===== src/rtl/pwm_capture.sv =====
// pwm_capture: measures the high time and period of an external PWM waveform
// in clk cycles. It reports each measurement as a control word plus a period,
// and flags loss of signal when the line is stuck high or low.
//
// Ports:
//   clk         - system clock, all logic on posedge
//   reset       - synchronous active-high reset
//   pwm_in      - external PWM input, asynchronous to clk
//   duty_cw     - measured high time (WIDTH bits, saturates at all ones)
//   period_cw   - measured period, rise to rise (WIDTH+1 bits)
//   cw_valid    - one-cycle strobe when duty_cw/period_cw are updated
//   signal_lost - sticky; set on timeout, cleared by the next good measurement
module pwm_capture #(
  parameter int unsigned WIDTH   = 17,
  parameter int unsigned TIMEOUT = 262143
) (
  input  logic             clk,
  input  logic             reset,
  input  logic             pwm_in,
  output logic [WIDTH-1:0] duty_cw,
  output logic [WIDTH:0]   period_cw,
  output logic             cw_valid,
  output logic             signal_lost
);

  localparam logic [WIDTH:0]   CntMax     = (WIDTH+1)'(TIMEOUT);
  localparam logic [WIDTH:0]   CntLimit   = (WIDTH+1)'(TIMEOUT - 1);
  localparam logic [WIDTH-1:0] DutyMax    = {WIDTH{1'b1}};
  localparam logic [WIDTH:0]   DutyMaxExt = {1'b0, {WIDTH{1'b1}}};

  typedef enum logic [1:0] {StIdle, StHigh, StLow} state_e;

  state_e           state_q, state_d;
  logic             s1_q, s2_q, s3_q;
  logic [WIDTH:0]   cnt_q, cnt_d;
  logic [WIDTH-1:0] high_cnt_q, high_cnt_d;
  logic [WIDTH-1:0] duty_q, duty_d;
  logic [WIDTH:0]   period_q, period_d;
  logic             valid_q, valid_d;
  logic             lost_q, lost_d;

  logic             rise, fall, timeout;
  logic [WIDTH:0]   cnt_inc;

  assign rise = s2_q & ~s3_q;
  assign fall = ~s2_q & s3_q;

  // Counter never wraps; it parks at TIMEOUT.
  assign cnt_inc = (cnt_q >= CntMax) ? CntMax : cnt_q + 1'b1;

  // >= rather than == so a fall exactly at the limit cannot leave LOW without
  // a timeout once the counter has parked beyond the limit.
  assign timeout = (cnt_q >= CntLimit);

  always_ff @(posedge clk) begin
    if (reset) begin
      s1_q       <= 1'b0;
      s2_q       <= 1'b0;
      s3_q       <= 1'b0;
      state_q    <= StIdle;
      cnt_q      <= '0;
      high_cnt_q <= '0;
      duty_q     <= '0;
      period_q   <= '0;
      valid_q    <= 1'b0;
      lost_q     <= 1'b0;
    end else begin
      s1_q       <= pwm_in;
      s2_q       <= s1_q;
      s3_q       <= s2_q;
      state_q    <= state_d;
      cnt_q      <= cnt_d;
      high_cnt_q <= high_cnt_d;
      duty_q     <= duty_d;
      period_q   <= period_d;
      valid_q    <= valid_d;
      lost_q     <= lost_d;
    end
  end

  always_comb begin
    state_d    = state_q;
    cnt_d      = cnt_q;
    high_cnt_d = high_cnt_q;
    duty_d     = duty_q;
    period_d   = period_q;
    valid_d    = 1'b0;
    lost_d     = lost_q;

    unique case (state_q)
      StIdle: begin
        // The partial period seen on entry is discarded; no timeout here.
        if (rise) begin
          state_d = StHigh;
          cnt_d   = '0;
        end
      end
      StHigh: begin
        cnt_d = cnt_inc;
        if (fall) begin
          high_cnt_d = (cnt_inc > DutyMaxExt) ? DutyMax : cnt_inc[WIDTH-1:0];
          state_d    = StLow;
        end else if (timeout) begin
          duty_d   = DutyMax;
          period_d = '0;
          lost_d   = 1'b1;
          valid_d  = 1'b1;
          state_d  = StIdle;
        end
      end
      StLow: begin
        // An edge on the limit cycle wins over the timeout.
        if (rise) begin
          duty_d   = high_cnt_q;
          period_d = cnt_inc;
          lost_d   = 1'b0;
          valid_d  = 1'b1;
          cnt_d    = '0;
          state_d  = StHigh;
        end else if (timeout) begin
          duty_d   = '0;
          period_d = '0;
          lost_d   = 1'b1;
          valid_d  = 1'b1;
          state_d  = StIdle;
        end else begin
          cnt_d = cnt_inc;
        end
      end
      default: state_d = StIdle;
    endcase
  end

  assign duty_cw     = duty_q;
  assign period_cw   = period_q;
  assign cw_valid    = valid_q;
  assign signal_lost = lost_q;

endmodule

===== config.mk =====
export PLATFORM = sky130hd
export DESIGN_NAME = pwm_capture
export DESIGN_NICKNAME = d
export VERILOG_FILES = /design/src/rtl/pwm_capture.sv
export SDC_FILE = /design/constraint.sdc
export NUM_CORES = 1
export LEC_CHECK = 0
export BUFFER_PORTS_ARGS = -buffer_cell sky130_fd_sc_hd__buf_4
export CELL_PAD_IN_SITES_DETAIL_PLACEMENT = 1
export CELL_PAD_IN_SITES_GLOBAL_PLACEMENT = 2
export CORE_MARGIN = 1
export CORE_UTILIZATION = 36
export CTS_CLUSTER_SIZE = 20
export DETAILED_ROUTE_END_ITERATION = 12
export PLACE_DENSITY = 0.8
export SLEW_MARGIN = 40
export SYNTH_ARGS = -nofsm -noshare
export SYNTH_HDL_FRONTEND = slang
export SYNTH_SLANG_ARGS = --single-unit
export TNS_END_PERCENT = 1

===== constraint.sdc =====
create_clock -name clk -period 2.49 [get_ports clk]
set_input_delay 0.249 -clock clk [delete_from_list [all_inputs] [get_ports clk]]
set_output_delay 0.249 -clock clk [all_outputs]
set_load 0.02 [all_outputs]

==> results of run 1 <==
[registers in the layout, indices dropped and copies added, names as in the netlist]
signal	cells
cnt_q	18
period_cw	18
duty_cw	17
high_cnt_q	17
state_q	2
cw_valid	1
s1_q	1
s2_q	1
s3_q	1
signal_lost	1
[worst max-delay path, cell delays in order, from the launching register on]
cell,delay [ns]
dfxtp_1,0.43
nand4_2,0.22
buf_4,0.22
or4_1,0.53
or4b_1,0.52
a311oi_1,0.32
[where the power goes]
| group | switching [mW] | internal, mW | leakage, nW |
|---|---|---|---|
| sequential | 0.00356 | 1.23 | 0.621 |
| combinational | 0.0492 | 0.0200 | 0.731 |
| clock | 0.477 | 0.462 | 0.0923 |
[worst max path at each step]
stage | startpoint | to | slack (ns)
2_1_floorplan | cnt_q[0] | period_cw[0] | 0.35
3_3_place_gp | cnt_q[9] | duty_cw[11] | 0.30
3_5_place_dp | cnt_q[9] | duty_cw[13] | 0.26
4_1_cts | cnt_q[6] | cnt_q[3] | 0.20
5_1_grt | cnt_q[4] | cnt_q[3] | 0.07
6_report | cnt_q[6] | cnt_q[3] | 0.16
[synth_stat cells, drive strengths merged, types with 4 or more instances]
cell type / number / area [um2]
a211oi: 15 / 113
a21oi: 12 / 63.8
a22o: 22 / 193
a311oi: 21 / 265
buf: 11 / 67.6
clkbuf: 15 / 56.3
dfxtp: 77 / 1540
ha: 6 / 75.1
inv: 7 / 26.3
nand2: 31 / 116
nand3: 16 / 80.1
nand4: 9 / 77.6
nor2: 41 / 164
nor2b: 5 / 31.3
nor3: 4 / 20.0
nor4: 5 / 31.3
o21ai: 11 / 55.1
o2bb2ai: 9 / 78.8
or4: 4 / 33.8
xnor2: 5 / 43.8
xor2: 4 / 35.0
[layout make-up]
type                            count  area share, %
Multi-Input combinational cell    250           42.3
Sequential cell                    77           37.8
Timing Repair Buffer               57           11.1
Tap cell                          111           3.41
Clock buffer                       10           3.13
Clock inverter                      6           1.57
Inverter                            7          0.645
[metal layers]
layer	vias to the layer above	track usage, %
met1	1377	27.4
met3	14	3.02
met2	73	28.0
li1	1418	-
met4	0	8.71
met5	-	0
[kinds of logic after synthesis]
group           count (synthesis)
buf+inv                        33
simple gates                  134
fa+ha+maj                       6
xor+xnor                        9
compound gates                101
flops                          77
==> run summary, run 1 <==
After detailed routing, the met3 layer carries 374 um of wire. The top cell types in the final layout, fill and taps aside, are 77 x dfxtp_1, 55 x buf_4, 36 x nor2_1. The utilization after layout came out at 44.3%. Setup repair after global routing left no endpoint under its margin.

The path with the worst hold slack has its endpoint at s1_q. The number of cell rows was 35; the share of synthesized cell area in and, or, nand and nor gates was 20.3%. The detailed router put a total of 4.53 mm of wire on met1. Register clock-pin slew on the reported worst setup and hold paths: 0.08 ns. The worst slew margin relative to its limit is 61.4%. The final setup slack of the worst path was 0.165 ns. At the worst endpoint, the arrival time is 2.57 ns.

The number of slew-limit violations in the final report was 0. The area growth from synthesis to layout is 19.4%. After filler insertion, the fill cell instance count of the layout stands at 1,066. The core region is 9200 um2. Summing the areas of all compound-gate instances in the mapped netlist gives 25.6% of the synthesized area. The most frequently used flop master after synthesis was dfxtp_1.

In the finished design, the share of the clock period the worst path needs comes to 93.4%. The commonest non-fill, non-tap cell in the layout is dfxtp_1. The path category of the worst min-delay check was in -> reg.

The global-route total usage across every layer came out at 19.1%. After detailed placement, the total cell area comes to 3880 um2. In the final design database the tool counted 411 nets.

For the number of clock buffers inserted by TritonCTS, the log shows 9. The critical path in this run is classified as reg -> reg. In the synthesized netlist the async set-or-reset flop fraction comes to 0%. The analysis attributes to cell leakage a power of 1.44 nW. The share of the Yosys chip area taken by registers is 45.2%.

Final hold analysis gives a worst-case slack of 0.117 ns. Before antenna repair, the detailed router went through 4 iterations. The number of synthesized register bits came out at 77. The run finished with clean final reports. In this run, the number of DRC markers left after iteration 0 of detailed routing was 107. For this design, the sink count on the clock tree is 77. The initial antenna violation count is 0, and the mean instance size in the synthesized netlist is 9.47 um2.

Based on the critical path, the design can be clocked at up to 430 MHz. For this run, design rule violations remaining after detail routing come to 0. For the count of cell types in the netlist, the log shows 49. The clock tree synthesis step divided the H-tree into 3 levels. The logs give 0.860 for the placer congestion estimate and 1720 um2 for the area of the multi-input gates.

The worst register-to-register path has a setup slack of 0.16 ns. The count of placed standard cells in the final layout, fillers left out is 518, and the largest driver fanout on the critical path is 6. In the final routed layout, each cell accounts on average for 17.1 um. Worst setup skew after layout: 0.0109 ns.

Summing the areas of all xor and xnor instances in the mapped netlist gives 2.31% of the synthesized area. Destination of the worst register-to-register timing path: cnt_q[3]. The total I/O pin count came out at 40. The wire-length estimate of the detail-placed layout is 6.41 mm.

No sink is reached through more buffers than the 2 on the longest clock path. The number of flops mapped to enable cells by yosys was 0; the die extent in x was 99.3 um. TritonCTS built the clock tree. Counting I/O delays and the setup requirement, the final critical path takes 2.33 ns. The main combinational cell family by area after synthesis is compound AO/OA/AOI/OAI gates. Setup total negative slack on the finished layout was measured at 0 ns. The worst setup path is captured at a flop. The number of failing setup endpoints in the final timing report is 0, and the number of diodes is 0. The run gives 369 as the synthesized net count. The tools report the startpoint of the lowest-slack register-to-register path as cnt_q[6].

Worst-case setup slack after placement: 0.255 ns. The tools report the global-route wire length before repair as 14.5 mm. Synthesis handed over a netlist of 360 instances. Detailed routing placed a total of 3.77 mm of wire on met2. Clock latency on the worst-skew pair, taken at its later pin, is 0.35 ns.

The routed via count divided by cell count works out to 5.56. Counting instances, the worst hold path has a depth of 2. Once detail routing completed, the nets flagged for antenna violations numbered 0. In the synthesized netlist, mux cells make up 0% of the area. The number of cells on the worst reg-to-reg path is 5. The layout cell share with drive strength beyond 1 came out at 24.3%. The die covers 9870 um2. Uppermost metal layer occupied by signal nets: met4. The worst vdd rail ir drop was 0.263 mV.

Power spread over the standard cell area amounts to 552 nW/um2. The finished cells cover 4070 um2. Max-cap violations in this run came to 0.

After clock tree synthesis, the repair step resized 0 gates. The number of setup buffers added after CTS is 0. The tools report the sequential cell area in the final layout as 1540 um2. Power comes to 2.25 mW. The via count of the first global-routing pass came out at 2,726. For the pin with the worst max-slew slack, the measured transition is 0.573 ns. Clock tree root driver cell: clkbuf_8. The tools report the final-report hold violation count as 0. The data required time of the critical path was 2.74 ns. The maximum number of pins on one net before global-route repair was 46; the post-detailed-routing wire length was 8.87 mm. Measured along the y axis, the die boundary spans 99.3 um. For this block, the via count after detailed routing is 2,882. The initial core utilization is 37.1%, and the count of buffers from port buffering is 39. The worst setup path is launched from a flop. For the count of warnings emitted by yosys, the log shows 0. The synthesized netlist devotes 2.20% of its cell area to adder and majority cells. Global routing finished with a remaining overflow of 0.

The synthesized netlist occupies a cell area of 3410 um2. The number of cells after detailed placement was 502. The worst hold path begins at pwm_in. The count of hold buffers inserted by post-cts repair came out at 0.
No activity file was read; power rests on OpenSTA's default activity.
==> run 2: changes to the inputs <==
--- a/config.mk
+++ b/config.mk
@@ -12,7 +12,7 @@
 export CORE_UTILIZATION = 36
 export CTS_CLUSTER_SIZE = 20
 export DETAILED_ROUTE_END_ITERATION = 12
-export PLACE_DENSITY = 0.8
+export PLACE_DENSITY = 0.78
 export SLEW_MARGIN = 40
 export SYNTH_ARGS = -nofsm -noshare
 export SYNTH_HDL_FRONTEND = slang
==> run 2 against run 1 <==
  * Maximum frequency decreased by 0.48%
  * Hold slack got worse by 0.019 ns
  * Cell count decreased by 0.19%
  * Critical path depth increased by 1
  * Sequential power about the same
  * Register-to-register slack about the same
  * Cell area decreased by 0.65%
  * Clock skew increased by 0.0037 ns
  * Die area unchanged
  * Flip-flop and latch count unchanged
  * Sequential share of layout area increased by 0.25 points
  * Critical path type unchanged
  * Largest power group unchanged
  * Highest routed layer unchanged
==> run summary, run 2 (same netlist as run 1, synthesis figures left out) <==
The run finished with clean final reports. The share of power burned in registers is 55.6% (+0.5 points). The area growth from synthesis to layout is 18.6%. The cell area power density came out at 551 nW/um2 (-0.18%). The placer congestion estimate was 0.841 (-2.2%); the number of cells upsized or downsized after cts was 0 (unchanged). The post-detailed-route DRC marker count is 0 (unchanged), and the largest driver fanout on the critical path is 34 (+28).

Hold-critical path depth: 2 (unchanged). The area of the die came out at 9870 um2 (unchanged). The tools report the destination of the worst register-to-register timing path as duty_cw[3]. The logs give 0 ns (unchanged) for the total negative slack and 2.60 ns (+0.03 ns) for the arrival time at the worst endpoint.

The fmax was 428 MHz (-0.48%); the initial antenna violation count was 0 (unchanged). The top cell types in the final layout, fill and taps aside, are 77 x dfxtp_1, 55 x buf_4, 37 x nor2_1. The number of slew-limit violations in the final report was 0 (unchanged). Post-detailed-routing wire length: 8.89 mm (+0.25%).

The run gives 588 uW (+11%) as the net load switching power. Number of cell instances on the worst register-to-register path: 6 (+1). The logs give 1,078 (+1.1%) for the count of fill cells added during filler insertion and 77 (unchanged) for the count of clock tree sinks.

Max capacitance violation total: 0 (unchanged). For the utilization after layout, the log shows 44.0% (-0.29 points). The final setup slack of the worst path came out at 0.153 ns (-0.0113 ns). Number of failing setup endpoints in the final timing report: 0 (unchanged).

The startpoint identified for the worst register-to-register timing path is cnt_q[8]. The count of vias placed by the detailed router is 2,876 (-0.21%). Insertion delay to the later sink of the worst-skew pair: 0.36 ns (about the same). For hold timing, the worst endpoint is s1_q. The leakage power of the design was 1.44 nW (-0.56%); the transition time of the tightest slew-check pin was 0.747 ns (+0.174 ns).

The tools report the area of the multi-input gates as 1720 um2 (-0.15%). The die extent in x was 99.3 um (unchanged). Register clock-pin slew on the reported worst setup and hold paths: 0.10 ns (+0.02 ns). The layout cell share with drive strength beyond 1 was 24.1% (-0.19 points); the switching power share of the total was 26.4% (+2.8 points).

The level count of the clock H-tree is 3 (unchanged), and the number of cell rows is 35 (unchanged). For the maximum number of pins on one net before global-route repair, the log shows 39 (-15%). Setup repair after global routing left no endpoint under its margin.

The global-route total usage across every layer was 19.1% (+0.021 points). Category of the critical setup timing path: reg -> reg. The number of optimization iterations in the first detailed-route pass was 4 (unchanged); the clock network fraction of total power was 41.3% (-0.5 points).

The number of nets at the end of the flow was 410 (-0.24%). The worst vdd rail ir drop is 0.246 mV (-6.5%). The finished layout cell area is 4050 um2 (-0.65%), and the final-report hold violation count is 0 (unchanged). The number of DRC markers in iteration 0 was 114 (+6.5%); the count of hold buffers inserted by post-cts repair was 0 (unchanged). The tools report the number of diodes as 0 (unchanged). The post-route minimum period is 2.34 ns (+0.0113 ns), and the sum of overflow across all layers after global routing is 0 (unchanged). The run gives 2,782 (+2.1%) as the via count of the first global-routing pass.

The logs give 14.7 mm (+1.0%) for the global-route wire length before repair and 1540 um2 (unchanged) for the sequential cell area in the final layout. The initial core utilization came out at 37.1% (unchanged). Worst-case setup slack after placement: 0.193 ns (-0.0623 ns). The count of buffers from port buffering came out at 39 (unchanged). The routed via count divided by cell count was 5.56 (about the same); the post-detailed-placement cell area was 3860 um2 (-0.52%). In this run the most critical hold path is launched from pwm_in. For the post-CTS setup buffer count, the log shows 0 (unchanged). The number of buffers on the longest clock path was 2 (unchanged); the floorplan core area was 9200 um2 (unchanged). The clock tree root driver cell is clkbuf_8.

In this run the worst hold path is classified as in -> reg. The register-to-register setup slack came out at 0.15 ns (about the same). STA classifies the critical path startpoint as a flop.

The final antenna-violating net count was 0 (unchanged). The routed wire length per instance came out at 17.2 um (+0.44%). The logs give 2.76 ns (+0.02 ns) for the data required time of the critical path and 3.1% (about the same) for the part of the total power dissipated in combinational logic. The number of clock buffers inserted by TritonCTS is 9 (unchanged), and the half-perimeter wire length after detailed placement is 6.38 mm (-0.39%). Height of the die: 99.3 um (unchanged). Total I/O pin count: 40 (unchanged). The library cell used most frequently in the layout, excluding fill and tap cells, is dfxtp_1. The final cycle utilization of the critical path is 93.8% (+0.45 points).

STA classifies the critical path endpoint as a flop. The worst slew margin relative to its limit is 50.0% (-11 points). TritonCTS built the clock tree.

The tools report the total power consumption of the routed design as 2.23 mW (-0.82%). The internal power consumption came out at 1.64 mW (-4.4%). The run gives 0.0146 ns (+0.00369 ns) as the worst setup skew after layout.
## run 2: cell types whose count changed in the layout (fill, tap and decap cells not counted)
| cell | before | now |
|---|---|---|
| buf_12 | 2 | 1 |
| bufinv_16 | 1 | 0 |
| clkbuf_1 | 1 | 0 |
| clkinv_2 | 2 | 0 |
| inv_6 | 0 | 2 |
| inv_8 | 0 | 2 |
| nor2_1 | 36 | 37 |
| nor2_2 | 5 | 4 |
## run 2: worst max-delay path by stage
stage | from | end | cells past startpoint
after CTS | cnt_q[8] | duty_cw[3] | 6
after floorplan | cnt_q[0] | period_cw[0] | 8
after detailed placement | cnt_q[8] | duty_cw[3] | 6
after global placement | cnt_q[8] | duty_cw[13] | 6
after global routing | cnt_q[8] | duty_cw[3] | 6
final | cnt_q[8] | duty_cw[3] | 6
## run 2: per-stage QoR
stage,std cells,hold WS (ns)
5_1_grt,517,0.116
4_1_cts,517,0.0880
2_1_floorplan,360,0.377
6_report,517,0.0978
3_5_place_dp,501,0.445
3_3_place_gp,501,0.431
## run 2: final cells by class
cell class,instances,area share [%]
tap,111,3.43
timing repair buffer,56,10.7
sequential,77,38.1
multi-input combinational,250,42.5
clock buffer,9,3.06
inverter,7,0.649
clock inverter,7,1.58
## run 2: per-layer routing
layer | part of all wire (%) | up-vias | track usage (%)
li1 | - | 1424 | -
met1 | 51 | 1376 | 26.6
met2 | 43 | 60 | 28.8
met3 | 4.7 | 16 | 4.15
met4 | 2.0 | 0 | 7.35
met5 | 0 | - | 0
## run 2: critical path: stages (launching register included)
cell and delay [ns]:
dfxtp_1 0.53, nand2_1 0.19, or4_4 0.62, o32ai_4 0.33
buf_12 0.24, nor2_1 0.06, a311oi_1 0.25
## run 2: power by group through the flow
stage	sequential, mW	clock (mW)	combinational [mW]
final	1.24	0.919	0.0702
after global routing	1.24	0.996	0.0778
after CTS	1.24	0.953	0.0707
after detailed placement	1.27	0	0.0708
after global placement	1.27	0	0.0687
after floorplan	1.27	0	0.0495
